File: src/rtl/vec_magnitude_seq_if.sv
// Start/done handshake bundle for the sequential vector-magnitude unit.
// The master drives the operands and start; the slave returns busy/done/mag.
interface vec_magnitude_seq_if #(
   parameter int WIDTH = 8
);
   logic             start;
   logic [WIDTH-1:0] x;
   logic [WIDTH-1:0] y;
   logic             busy;
   logic             done;
   logic [WIDTH:0]   mag;

   modport master (
      output start, x, y,
      input  busy, done, mag
   );

   modport slave (
      input  start, x, y,
      output busy, done, mag
   );
endinterface

File: src/rtl/vec_magnitude_seq.sv
// Multi-cycle mag = sqrt(x^2 + y^2): shift-add squares, restoring root.
// Define VEC_MAG_ROUND_EN for round-to-nearest instead of floor.
module vec_magnitude_seq #(
   parameter int WIDTH = 8
) (
   input  logic                clk,
   input  logic                rst_n,
   vec_magnitude_seq_if.slave  io_bus
);

   localparam int CW = $clog2(WIDTH + 2);
   localparam int AW = 2 * WIDTH + 2;
   localparam int RW = WIDTH + 3;

   localparam logic [CW-1:0] SQ_LAST = CW'(WIDTH - 1);
   localparam logic [CW-1:0] RT_LAST = CW'(WIDTH);

   typedef enum logic [1:0] {
      IDLE,
      SQX,
      SQY,
      SQRT
   } state_t;

   state_t          r_state;
   state_t          w_state_nx;
   logic [CW-1:0]   r_cnt;
   logic            w_last;

   logic [WIDTH-1:0] r_x;
   logic [WIDTH-1:0] r_y;
   logic [AW-1:0]    r_acc;
   logic [RW-1:0]    r_rem;
   logic [WIDTH:0]   r_root;
   logic [WIDTH:0]   r_mag;
   logic             r_done;

   logic [WIDTH-1:0] w_op;
   logic [WIDTH-1:0] w_sel;
   logic             w_bit;
   logic [AW-1:0]    w_add;
   logic [1:0]       w_pair;
   logic [RW-1:0]    w_rem_sh;
   logic [RW-1:0]    w_trial;
   logic             w_ge;
   logic [RW-1:0]    w_rem_nx;
   logic [WIDTH:0]   w_root_nx;
   logic [WIDTH:0]   w_mag_nx;

   // ---------------- control ----------------
   assign w_last = (r_state == SQRT) ? (r_cnt == RT_LAST)
                                     : (r_cnt == SQ_LAST);

   always_ff @(posedge clk or negedge rst_n) begin
      if (!rst_n) begin
         r_state <= IDLE;
      end else begin
         r_state <= w_state_nx;
      end
   end

   always_comb begin
      w_state_nx = r_state;
      unique case (r_state)
         IDLE: begin
            if (io_bus.start) w_state_nx = SQX;
         end
         SQX: begin
            if (w_last) w_state_nx = SQY;
         end
         SQY: begin
            if (w_last) w_state_nx = SQRT;
         end
         SQRT: begin
            if (w_last) w_state_nx = IDLE;
         end
         default: w_state_nx = IDLE;
      endcase
   end

   // Iteration index restarts at zero on every state entry
   always_ff @(posedge clk or negedge rst_n) begin
      if (!rst_n) begin
         r_cnt <= '0;
      end else if (r_state == IDLE || w_state_nx != r_state) begin
         r_cnt <= '0;
      end else begin
         r_cnt <= r_cnt + CW'(1);
      end
   end

   // ---------------- squarer ----------------
   assign w_op  = (r_state == SQY) ? r_y : r_x;
   assign w_sel = {{(WIDTH-1){1'b0}}, 1'b1} << r_cnt;
   assign w_bit = |(w_op & w_sel);
   assign w_add = {{(WIDTH+2){1'b0}}, w_op} << r_cnt;

   // ---------------- root ----------------
   // acc is shifted left two bits per step so its top pair is the next digit
   assign w_pair    = r_acc[AW-1:AW-2];
   assign w_rem_sh  = (r_rem << 2) | {{(RW-2){1'b0}}, w_pair};
   assign w_trial   = {r_root, 2'b01};
   assign w_ge      = (w_rem_sh >= w_trial);
   assign w_rem_nx  = w_ge ? (w_rem_sh - w_trial) : w_rem_sh;
   assign w_root_nx = (r_root << 1) | {{WIDTH{1'b0}}, w_ge};

`ifdef VEC_MAG_ROUND_EN
   logic w_inc;
   // rem > root after the last step means S >= r^2 + r + 1
   assign w_inc    = (w_rem_nx > {2'b00, w_root_nx});
   assign w_mag_nx = w_root_nx + {{WIDTH{1'b0}}, w_inc};
`else
   assign w_mag_nx = w_root_nx;
`endif

   // ---------------- datapath ----------------
   always_ff @(posedge clk or negedge rst_n) begin
      if (!rst_n) begin
         r_x    <= '0;
         r_y    <= '0;
         r_acc  <= '0;
         r_rem  <= '0;
         r_root <= '0;
         r_mag  <= '0;
         r_done <= 1'b0;
      end else begin
         r_done <= 1'b0;
         unique case (r_state)
            IDLE: begin
               if (io_bus.start) begin
                  r_x    <= io_bus.x;
                  r_y    <= io_bus.y;
                  r_acc  <= '0;
                  r_rem  <= '0;
                  r_root <= '0;
               end
            end
            SQX, SQY: begin
               if (w_bit) r_acc <= r_acc + w_add;
            end
            SQRT: begin
               r_acc  <= r_acc << 2;
               r_rem  <= w_rem_nx;
               r_root <= w_root_nx;
               if (w_last) begin
                  r_mag  <= w_mag_nx;
                  r_done <= 1'b1;
               end
            end
            default: begin
               r_done <= 1'b0;
            end
         endcase
      end
   end

   assign io_bus.busy = (r_state != IDLE);
   assign io_bus.done = r_done;
   assign io_bus.mag  = r_mag;

endmodule
File: src/flat_wrapper.sv
// flat-port wrapper written by rule: the top's interface ports become plain ports
module vec_magnitude_seq_flat 
#(
   parameter int WIDTH = 8
)
  (clk, rst_n, io_bus_start, io_bus_x, io_bus_y, io_bus_busy, io_bus_done, io_bus_mag);
  vec_magnitude_seq_if #(.WIDTH(WIDTH)) io_bus_i ();
  input  logic clk;
  input  logic rst_n;
  input wire logic [$bits(io_bus_i.start)-1:0] io_bus_start;
  input wire logic [$bits(io_bus_i.x)-1:0] io_bus_x;
  input wire logic [$bits(io_bus_i.y)-1:0] io_bus_y;
  output wire logic [$bits(io_bus_i.busy)-1:0] io_bus_busy;
  output wire logic [$bits(io_bus_i.done)-1:0] io_bus_done;
  output wire logic [$bits(io_bus_i.mag)-1:0] io_bus_mag;
  assign io_bus_i.start = io_bus_start;
  assign io_bus_i.x = io_bus_x;
  assign io_bus_i.y = io_bus_y;
  assign io_bus_busy = io_bus_i.busy;
  assign io_bus_done = io_bus_i.done;
  assign io_bus_mag = io_bus_i.mag;
  vec_magnitude_seq #(.WIDTH(WIDTH)) u_core (.clk(clk), .rst_n(rst_n), .io_bus(io_bus_i));
endmodule
File: config.mk
export PLATFORM = sky130hd
export DESIGN_NAME = vec_magnitude_seq_flat
export DESIGN_NICKNAME = d
export VERILOG_FILES = /design/src/rtl/vec_magnitude_seq_if.sv /design/src/rtl/vec_magnitude_seq.sv /design/src/flat_wrapper.sv
export SDC_FILE = /design/constraint.sdc
export NUM_CORES = 1
export LEC_CHECK = 0
export CORE_MARGIN = 5
export CORE_UTILIZATION = 58
export DETAILED_ROUTE_END_ITERATION = 8
export PLACE_DENSITY = 0.78
export SKIP_CTS_REPAIR_TIMING = 1
export SYNTH_ARGS = -nofsm -noshare
export SYNTH_HDL_FRONTEND = slang
export SYNTH_SLANG_ARGS = --single-unit
File: constraint.sdc
create_clock -name clk -period 8.3 [get_ports clk]
set_clock_uncertainty 0.05 [all_clocks]
set_input_delay 1.245 -clock clk [delete_from_list [all_inputs] [get_ports clk]]
set_output_delay 1.245 -clock clk [all_outputs]
set_load 0.03 [all_outputs]
==> impl_metrics.toml <==
[run_status]
status = "completed"

[cells_and_area]
multi_input_area_mm2 = 0.00280
n_antenna_cell = 0
syn_to_final_growth_pct = 11.4
fillCellCount = 651
fin_util_pct = 67.1
nets = 592
seqCellArea_mm2 = 0.00170
layout_commonest_cell = "nand2_1"
layout-drive-gt1-share_pct = 9.67
final_cell_mix = "nand2_1, dfrtp_1, o21ai_0, ha_1, clkdlybuf4s50_1"

[synth]
async_flop_share_pct = 100
syn_avg_cell_area_um2 = 9.16
ys_top_cells_by_area = "dfrtp_1, ha_1, mux2_2"
yosysWarnings = 0
synthesis.area_mm2 = 0.00470
syn_nets = 571
ys_ff_latch = 68
ys_seq_area_share_pct = 36.2
yosysTopAreaCell = "dfrtp_1"
synth_top_area_share_pct = 36.2
synth_edf_count = 0
synthCells = 513
synth-main-ff-cell = "dfrtp_1"
ys_types = 59

[placed_design]
place.gp.congestion = 0.943
port_buffers = 29
place_hpwl_um = 7630

[detailed_routing]
first_iter_violations = 191
drc = 0
avgRoutedWirePerCell_um = 16.4
vias = 3882
drt_first_pass_iters = 5
ant_nets = 0
wl_um = 10500
viasPerCell = 6.07

[die]
fp.dieArea_mm2 = 0.0100
initial_core_util_pct = 60.2
die_x_um = 100
core-area_mm2 = 0.00781
io_pins = 30
num_rows = 32
fp.dieH_um = 100

[critical_path]
reg2reg_to = "u_core.r_acc[17]"
crit_type = "reg2reg"
r2r-start = "u_core.r_state[0]"
critical_path.max_fanout = 15
startpoint_type = "flip-flop"
cp-startpoint = "u_core.r_state[0]"
worstPathArrival_ns = 4.83
cp-end-kind = "flip-flop"
reg2reg_slack_ns = 3.67
rr_worst_depth = 17
endpoint = "u_core.r_acc[17]"
required_ns = 8.50

[power]
combPwrFrac_pct = 50.2
p_switching_mw = 0.643
ir_drop_uv = 215
fin_total_pwr_mw = 1.54
p_sw_share_pct = 41.9
power.share.sequential_pct = 30.1
p_clk_share_pct = 19.7
power_density_mw_per_mm2 = 293
internal_power_mw = 0.893
p_leak_nw = 2.42

[grt]
gr-usage-met3_pct = 5.07
grt_most_used_layer = "met2"
grt_pass1_wl_um = 18300
use_met2_pct = 39.8
overflow = 0
grt_pass1_vias = 3854
antenna_found_initial = 0
grt_util_all_layers_pct = 22.6
grt_use_met1_pct = 27.9
grt_max_degree = 69

[min_path]
hp-class = "reg2reg"

[clocking]
path_clk_slew_ns = 0.08
root_buffer = "clkbuf_8"
numCtsBuffers = 9
cts_tree = "done"
clk-insertion-delay-late_ns = 0.36
clock_sinks = 68
cts.path.max_buffers = 2
htreeDepth = 3

[sta]
max_slew_margin_pct = 29.7
hold_viol_final = 0
max_slew.worst_pin.slew_ns = 1.05
holdWs_ns = 0.431
period_share_pct = 55.8
period_minus_slack_ns = 4.63
setup_viol = 0
setup_tns_ns = 0
rsz0062_at_grt = "no"
drv_slew = 0
max_freq_ghz = 0.216

[run]
drv_cap = 0
synthesized netlist by cell type, types with 13 or more instances:
library cell	count
ha_1	38
mux2_2	25
clkbuf_1	13
a21oi_1	21
inv_1	23
nor2_1	27
a21o_1	16
nand2_1	70
xnor2_1	16
dfrtp_1	68
mux2i_1	13
o21ai_0	54
how the worst min path moves through the flow:
stage,startpoint,to,cells past startpoint
6_report,u_core.io_bus.mag[0],u_core.io_bus.mag[0],2
4_1_cts,u_core.io_bus.mag[6],u_core.io_bus.mag[6],2
2_1_floorplan,u_core.r_root[0],u_core.r_root[0],2
3_3_place_gp,u_core.r_root[6],u_core.r_root[6],2
5_1_grt,u_core.io_bus.mag[6],u_core.io_bus.mag[6],2
3_5_place_dp,u_core.io_bus.mag[6],u_core.io_bus.mag[6],2
critical path: stages (launching register included):
cell and delay (ns):
dfrtp_1 0.44, inv_1 0.14, ha_1 0.64, mux2i_1 0.56, nand2_1 0.09, o21ai_0 0.12, mux2_2 0.24, nand2_1 0.05
o21ai_0 0.14, nor2_1 0.09, ha_1 0.36, a211oi_1 0.30, or2_2 0.17, a21boi_0 0.38, o31ai_1 0.16, a41oi_1 0.28
xor2_1 0.12, a21o_1 0.18
area by class of cell:
type                       instances  area share [%]
clock buffer                       9            2.37
timing repair buffer              31            5.74
inverter                          25            1.79
sequential                        68            32.5
tap                              102            2.44
multi-input combinational        399            53.5
clock inverter                     6            1.70
power by group through the flow:
stage                     Combinational, mW  Sequential [mW]  Clock [mW]
after floorplan                       0.608            0.439           0
after global placement                0.740            0.468           0
after detailed placement              0.756            0.468           0
after CTS                             0.766            0.462       0.311
after global routing                  0.859            0.472       0.328
final                                 0.770            0.462       0.303
registers in the layout (all words and copies together) (netlist names):
name and count:
u_core.r_y 8, u_core.r_rem 9, u_core.r_state 2, u_core.io_bus.done 1, u_core.io_bus.mag 9, u_core.r_acc 18, u_core.r_root 9, u_core.r_cnt 4
u_core.r_x 8
cells by family after synthesis:
family / after synthesis / synth area share [%]
AOI/OAI and AO/OA: 158 / 21.9
and+or+nand+nor: 138 / 13.1
DFF: 68 / 36.2
buffers and inverters: 46 / 4.23
muxes: 40 / 9.56
adders and majority gates: 39 / 10.5
xor gates and xnor gates: 24 / 4.47
stage by stage:
step / instance area, um2 / setup WS (ns) / cells
global placement: 5020 / 3.94 / 625
finish: 5240 / 3.67 / 640
CTS: 5240 / 3.70 / 640
detailed placement: 5020 / 3.74 / 625
global route: 5240 / 3.38 / 640
floorplan: 4700 / 4.64 / 513
layer usage:
layer	wire length, um	vias up	part of all wire [%]
li1	-	1884	-
met1	4540	1891	43
met2	5340	86	51
met3	426	21	4.1
met4	188	0	1.8
met5	0	-	0
Note: power is estimated with default switching activity, not from simulation.
==> RTL change 1, RTL diff (config.mk and constraints unchanged) <==
The option `VEC_MAG_ROUND_EN` is turned on by a define.
--- a/src/rtl/vec_magnitude_seq.sv
+++ b/src/rtl/vec_magnitude_seq.sv
@@ -1,5 +1,7 @@
 // Multi-cycle mag = sqrt(x^2 + y^2): shift-add squares, restoring root.
 // Define VEC_MAG_ROUND_EN for round-to-nearest instead of floor.
+`define VEC_MAG_ROUND_EN
+
 module vec_magnitude_seq #(
    parameter int WIDTH = 8
 ) (
Function: same outputs for any inputs over 10 cycles, from zero or initial values and one cycle with rst_n low; that may be too few to reach the edited logic, so the function may still have changed.
==> RTL change 1 against the unedited design <==
  * Routed wire length increased by 16%
  * Power decreased by 2.2%
  * Synthesized area increased by 9.7%
  * Critical endpoint is now u_core.io_bus.mag[8]
  * Synthesized cell count increased by 9.7%
  * Sequential cell count unchanged
  * Setup slack got worse by 0.91 ns
  * Largest power group unchanged
  * Critical path type unchanged
  * Final area increased by 9.2%
  * Largest cell class unchanged
==> RTL change 1: results <==
group,metric,value,unit
critical_path,critPathMaxStageDelay,0.56,ns
pwr,p_sw,624,uW
logic_synthesis,ys_warn_count,0,
pwr,p_clk_share,21.1,%
placed_design,dp.cells,679,
pwr,ir_drop,179,uV
global_routing,grt_pass1_vias,4174,
route,drt_iter0_drc,309,
global_routing,grt_pass1_wl,20.7,mm
logic_synthesis,synth_common_cells,"dfrtp_1, nand2_1, ha_1",
logic_synthesis,synth_area_leaders,"dfrtp_1, ha_1, mux2_2, nand2_1, o21ai_0",
global_routing,met3_usage,3.85,%
route,wl_met2,5.49,mm
critical_path,r2r_cells,23,
timing,maxSlewHeadroom,42.6,%
critical_path,crit_slowest_cell,"a21oi_2",
logic_synthesis,synth_nets,632,
placed_design,gp_congestion,0.919,
final_layout,drive_above_1_share,10.4,%
critical_path,rrSetupSlack,2.75,ns
route,met3_length,612,um
route,routedWlPerCell,17.5,um
route,wl_met1,5.76,mm
critical_path,crit_arrival,5.71,ns
pwr,powerClk,317,uW
critical_path,crit_fanout,16,
outcome,outcome,"completed",
global_routing,grt_util_met1,32.7,%
logic_synthesis,syn_inst,563,
logic_synthesis,yosysUniqueCellTypes,60,
pwr,leakage,0.00255,uW
route,vias,4331,
final_layout,nNetsFinal,651,
route,wirelength,12.2,mm
-- RTL change 1: changes by cell type in the layout (fill, tap and decap cells not counted), moves of 4 or more --
cell,unedited run,this run
a21o_1,16,7
a21oi_1,21,30
ha_1,38,49
inv_1,23,28
mux2_2,25,32
mux2i_1,13,4
mux4_2,1,6
nand2_1,70,66
nand3_1,3,10
o21a_1,2,10
o21ai_0,54,47
or3_1,0,6
-- RTL change 1: final timing paths --
kind / end / startpoint
setup / recovery: u_core.io_bus.mag[8] / u_core.r_root[1]
hold / removal: u_core.io_bus.mag[7] / u_core.io_bus.mag[7]
setup reg to reg: u_core.io_bus.mag[8] / u_core.r_root[1]
hold reg to reg: u_core.io_bus.mag[7] / u_core.io_bus.mag[7]
max in group asynchronous: u_core.r_y[5] / rst_n
min in group asynchronous: u_core.r_acc[11] / rst_n
-- RTL change 1: metrics by stage --
stage | utilization (%) | setup WS, ns | hold slack [ns] | cell area, um2
floorplan | - | 3.43 | 0.400 | 5160
global placement | 63.3 | 2.88 | 0.411 | 5490
detailed placement | 63.3 | 2.78 | 0.419 | 5490
CTS | 65.9 | 2.73 | 0.437 | 5720
global route | 65.9 | 2.34 | 0.470 | 5720
finish | 65.9 | 2.75 | 0.440 | 5720
-- RTL change 1: final cells by class --
type	instances	area (um2)
Multi-Input combinational cell	443	3250
Fill cell	749	2960
Sequential cell	68	1700
Timing Repair Buffer	31	300
Tap cell	108	135
Clock buffer	9	124
Inverter	29	109
Clock inverter	7	100
-- RTL change 1: cell families after synthesis --
family	count (synthesis)	share of synthesized area (%)
XOR/XNOR	26	4.42
multiplexers	45	11.1
buffers and inverters	52	4.05
adder cells (fa/ha/maj)	50	12.3
AND/OR/NAND/NOR	156	14.2
flip-flops	68	33.0
AO/OA/AOI/OAI	166	20.9
==> RTL change 2, RTL diff (same settings) <==
Without the edit above. Reset style: synchronous (`rst_n`), changed in 3 clocked blocks.
--- a/src/rtl/vec_magnitude_seq.sv
+++ b/src/rtl/vec_magnitude_seq.sv
@@ -51,7 +51,7 @@
    assign w_last = (r_state == SQRT) ? (r_cnt == RT_LAST)
                                      : (r_cnt == SQ_LAST);
 
-   always_ff @(posedge clk or negedge rst_n) begin
+   always_ff @(posedge clk) begin
       if (!rst_n) begin
          r_state <= IDLE;
       end else begin
@@ -79,7 +79,7 @@
    end
 
    // Iteration index restarts at zero on every state entry
-   always_ff @(posedge clk or negedge rst_n) begin
+   always_ff @(posedge clk) begin
       if (!rst_n) begin
          r_cnt <= '0;
       end else if (r_state == IDLE || w_state_nx != r_state) begin
@@ -114,7 +114,7 @@
 `endif
 
    // ---------------- datapath ----------------
-   always_ff @(posedge clk or negedge rst_n) begin
+   always_ff @(posedge clk) begin
       if (!rst_n) begin
          r_x    <= '0;
          r_y    <= '0;
Check against the original RTL: differs if rst_n is asserted again (counterexample within 4 cycles, from zero or initial values and one cycle with rst_n low); with rst_n held inactive, the same outputs for 10 cycles.
==> RTL change 2 against the unedited design <==
  * Final area shrank 1.3%
  * Synthesized area shrank 1.2%
  * Sequential cell count is the same
  * Setup slack lost 0.039 ns
  * Utilization shrank 0.54 points
  * Count of clock-buffer cells in the layout is the same
  * Routed wire length grew 7.2%
  * Worst hold slack is essentially flat
Power is not compared: it rests on default switching activity, and its combinational part moved more than twofold at a synthesized area within 25%.
==> RTL change 2: results <==
group,metric,value,unit
outcome,outcome,"completed",
critical_path,r2r_cells,15,
clock_network,cts_inserted_buffers,9,
logic_synthesis,synthArstFlopShare,0,%
critical_path,crit_fanout,20,
timing,tightest_slew,1.17,ns
final_layout,stdcell_count,692,
placed_design,dp.cells,676,
logic_synthesis,synth_xor_area_share,3.96,%
logic_synthesis,synth_flop_cell,"dfxtp_1",
logic_synthesis,synth_common_cells,"nand2_1, dfxtp_1, nor2_1",
logic_synthesis,synth_nets,631,
logic_synthesis,synthAdderAreaFrac,10.7,%
placed_design,gp_congestion,0.973,
route,vias,4199,
logic_synthesis,syn_inst,573,
placed_design,dpl.hpwl,8.29,mm
global_routing,track_usage,23.2,%
final_layout,nNetsFinal,643,
critical_path,crit_arrival,4.84,ns
global_routing,grt_pass1_vias,3996,
logic_synthesis,synth_compound_area_share,23.3,%
critical_path,crit_slowest_cell,"ha_1",
critical_path,critPathMaxStageDelay,0.71,ns
logic_synthesis,synth_mux_area_share,10.2,%
route,drt_iter0_drc,235,
final_layout,top_register,"u_core.r_acc",
route,routedWlPerCell,16.3,um
logic_synthesis,synth_area_leaders,"dfxtp_1, ha_1, nand2_1, a21oi_1, nor2_1",
==> RTL change 2: metal layers <==
| metal | global-route usage [%] | routed length, um | vias up |
|---|---|---|---|
| li1 | - | - | 2088 |
| met3 | 5.26 | 561 | 24 |
| met5 | 0 | 0 | - |
| met2 | 38.8 | 5370 | 124 |
| met1 | 28.9 | 5040 | 1963 |
| met4 | 9.24 | 284 | 0 |
==> RTL change 2: through the flow <==
step	hold WS (ns)	worst slack [ns]	instance area, um2
after CTS	0.428	3.66	5170
after global routing	0.453	3.19	5170
after global placement	0.406	3.83	4930
after floorplan	0.379	4.18	4640
after detailed placement	0.416	3.69	4930
final	0.431	3.63	5170
==> RTL change 2: final cells by class <==
type | count | area, um2
Timing Repair Buffer | 30 | 298
Fill cell | 678 | 2600
Tap cell | 102 | 128
Sequential cell | 68 | 1360
Multi-Input combinational cell | 450 | 3050
Inverter | 26 | 97.6
Clock buffer | 9 | 124
Clock inverter | 7 | 108
==> RTL change 2: path summary, 6_finish.rpt <==
path                startpoint               end  slack [ns]
min           u_core.r_root[0]  u_core.r_root[0]        0.43
max          u_core.r_state[0]  u_core.r_acc[15]        3.63
min reg2reg   u_core.r_root[0]  u_core.r_root[0]        0.43
max reg2reg  u_core.r_state[0]  u_core.r_acc[15]        3.63
==> RTL change 2: cells by family (layout without fill, tap and decap cells) <==
kind of cell | count (synthesis) | in the layout
AOI/OAI and AO/OA | 170 | 170
buffers and inverters | 55 | 72
adders and majority gates | 39 | 39
DFF | 68 | 68
and+or+nand+nor | 187 | 187
xor gates and xnor gates | 21 | 21
muxes | 33 | 33
==> RTL change 2: report_power, final <==
group / internal (uW) / switching [uW]
logic: 38.0 / 55.0
registers: 333 / 10.6
clock network: 175 / 148
total: 546 / 214
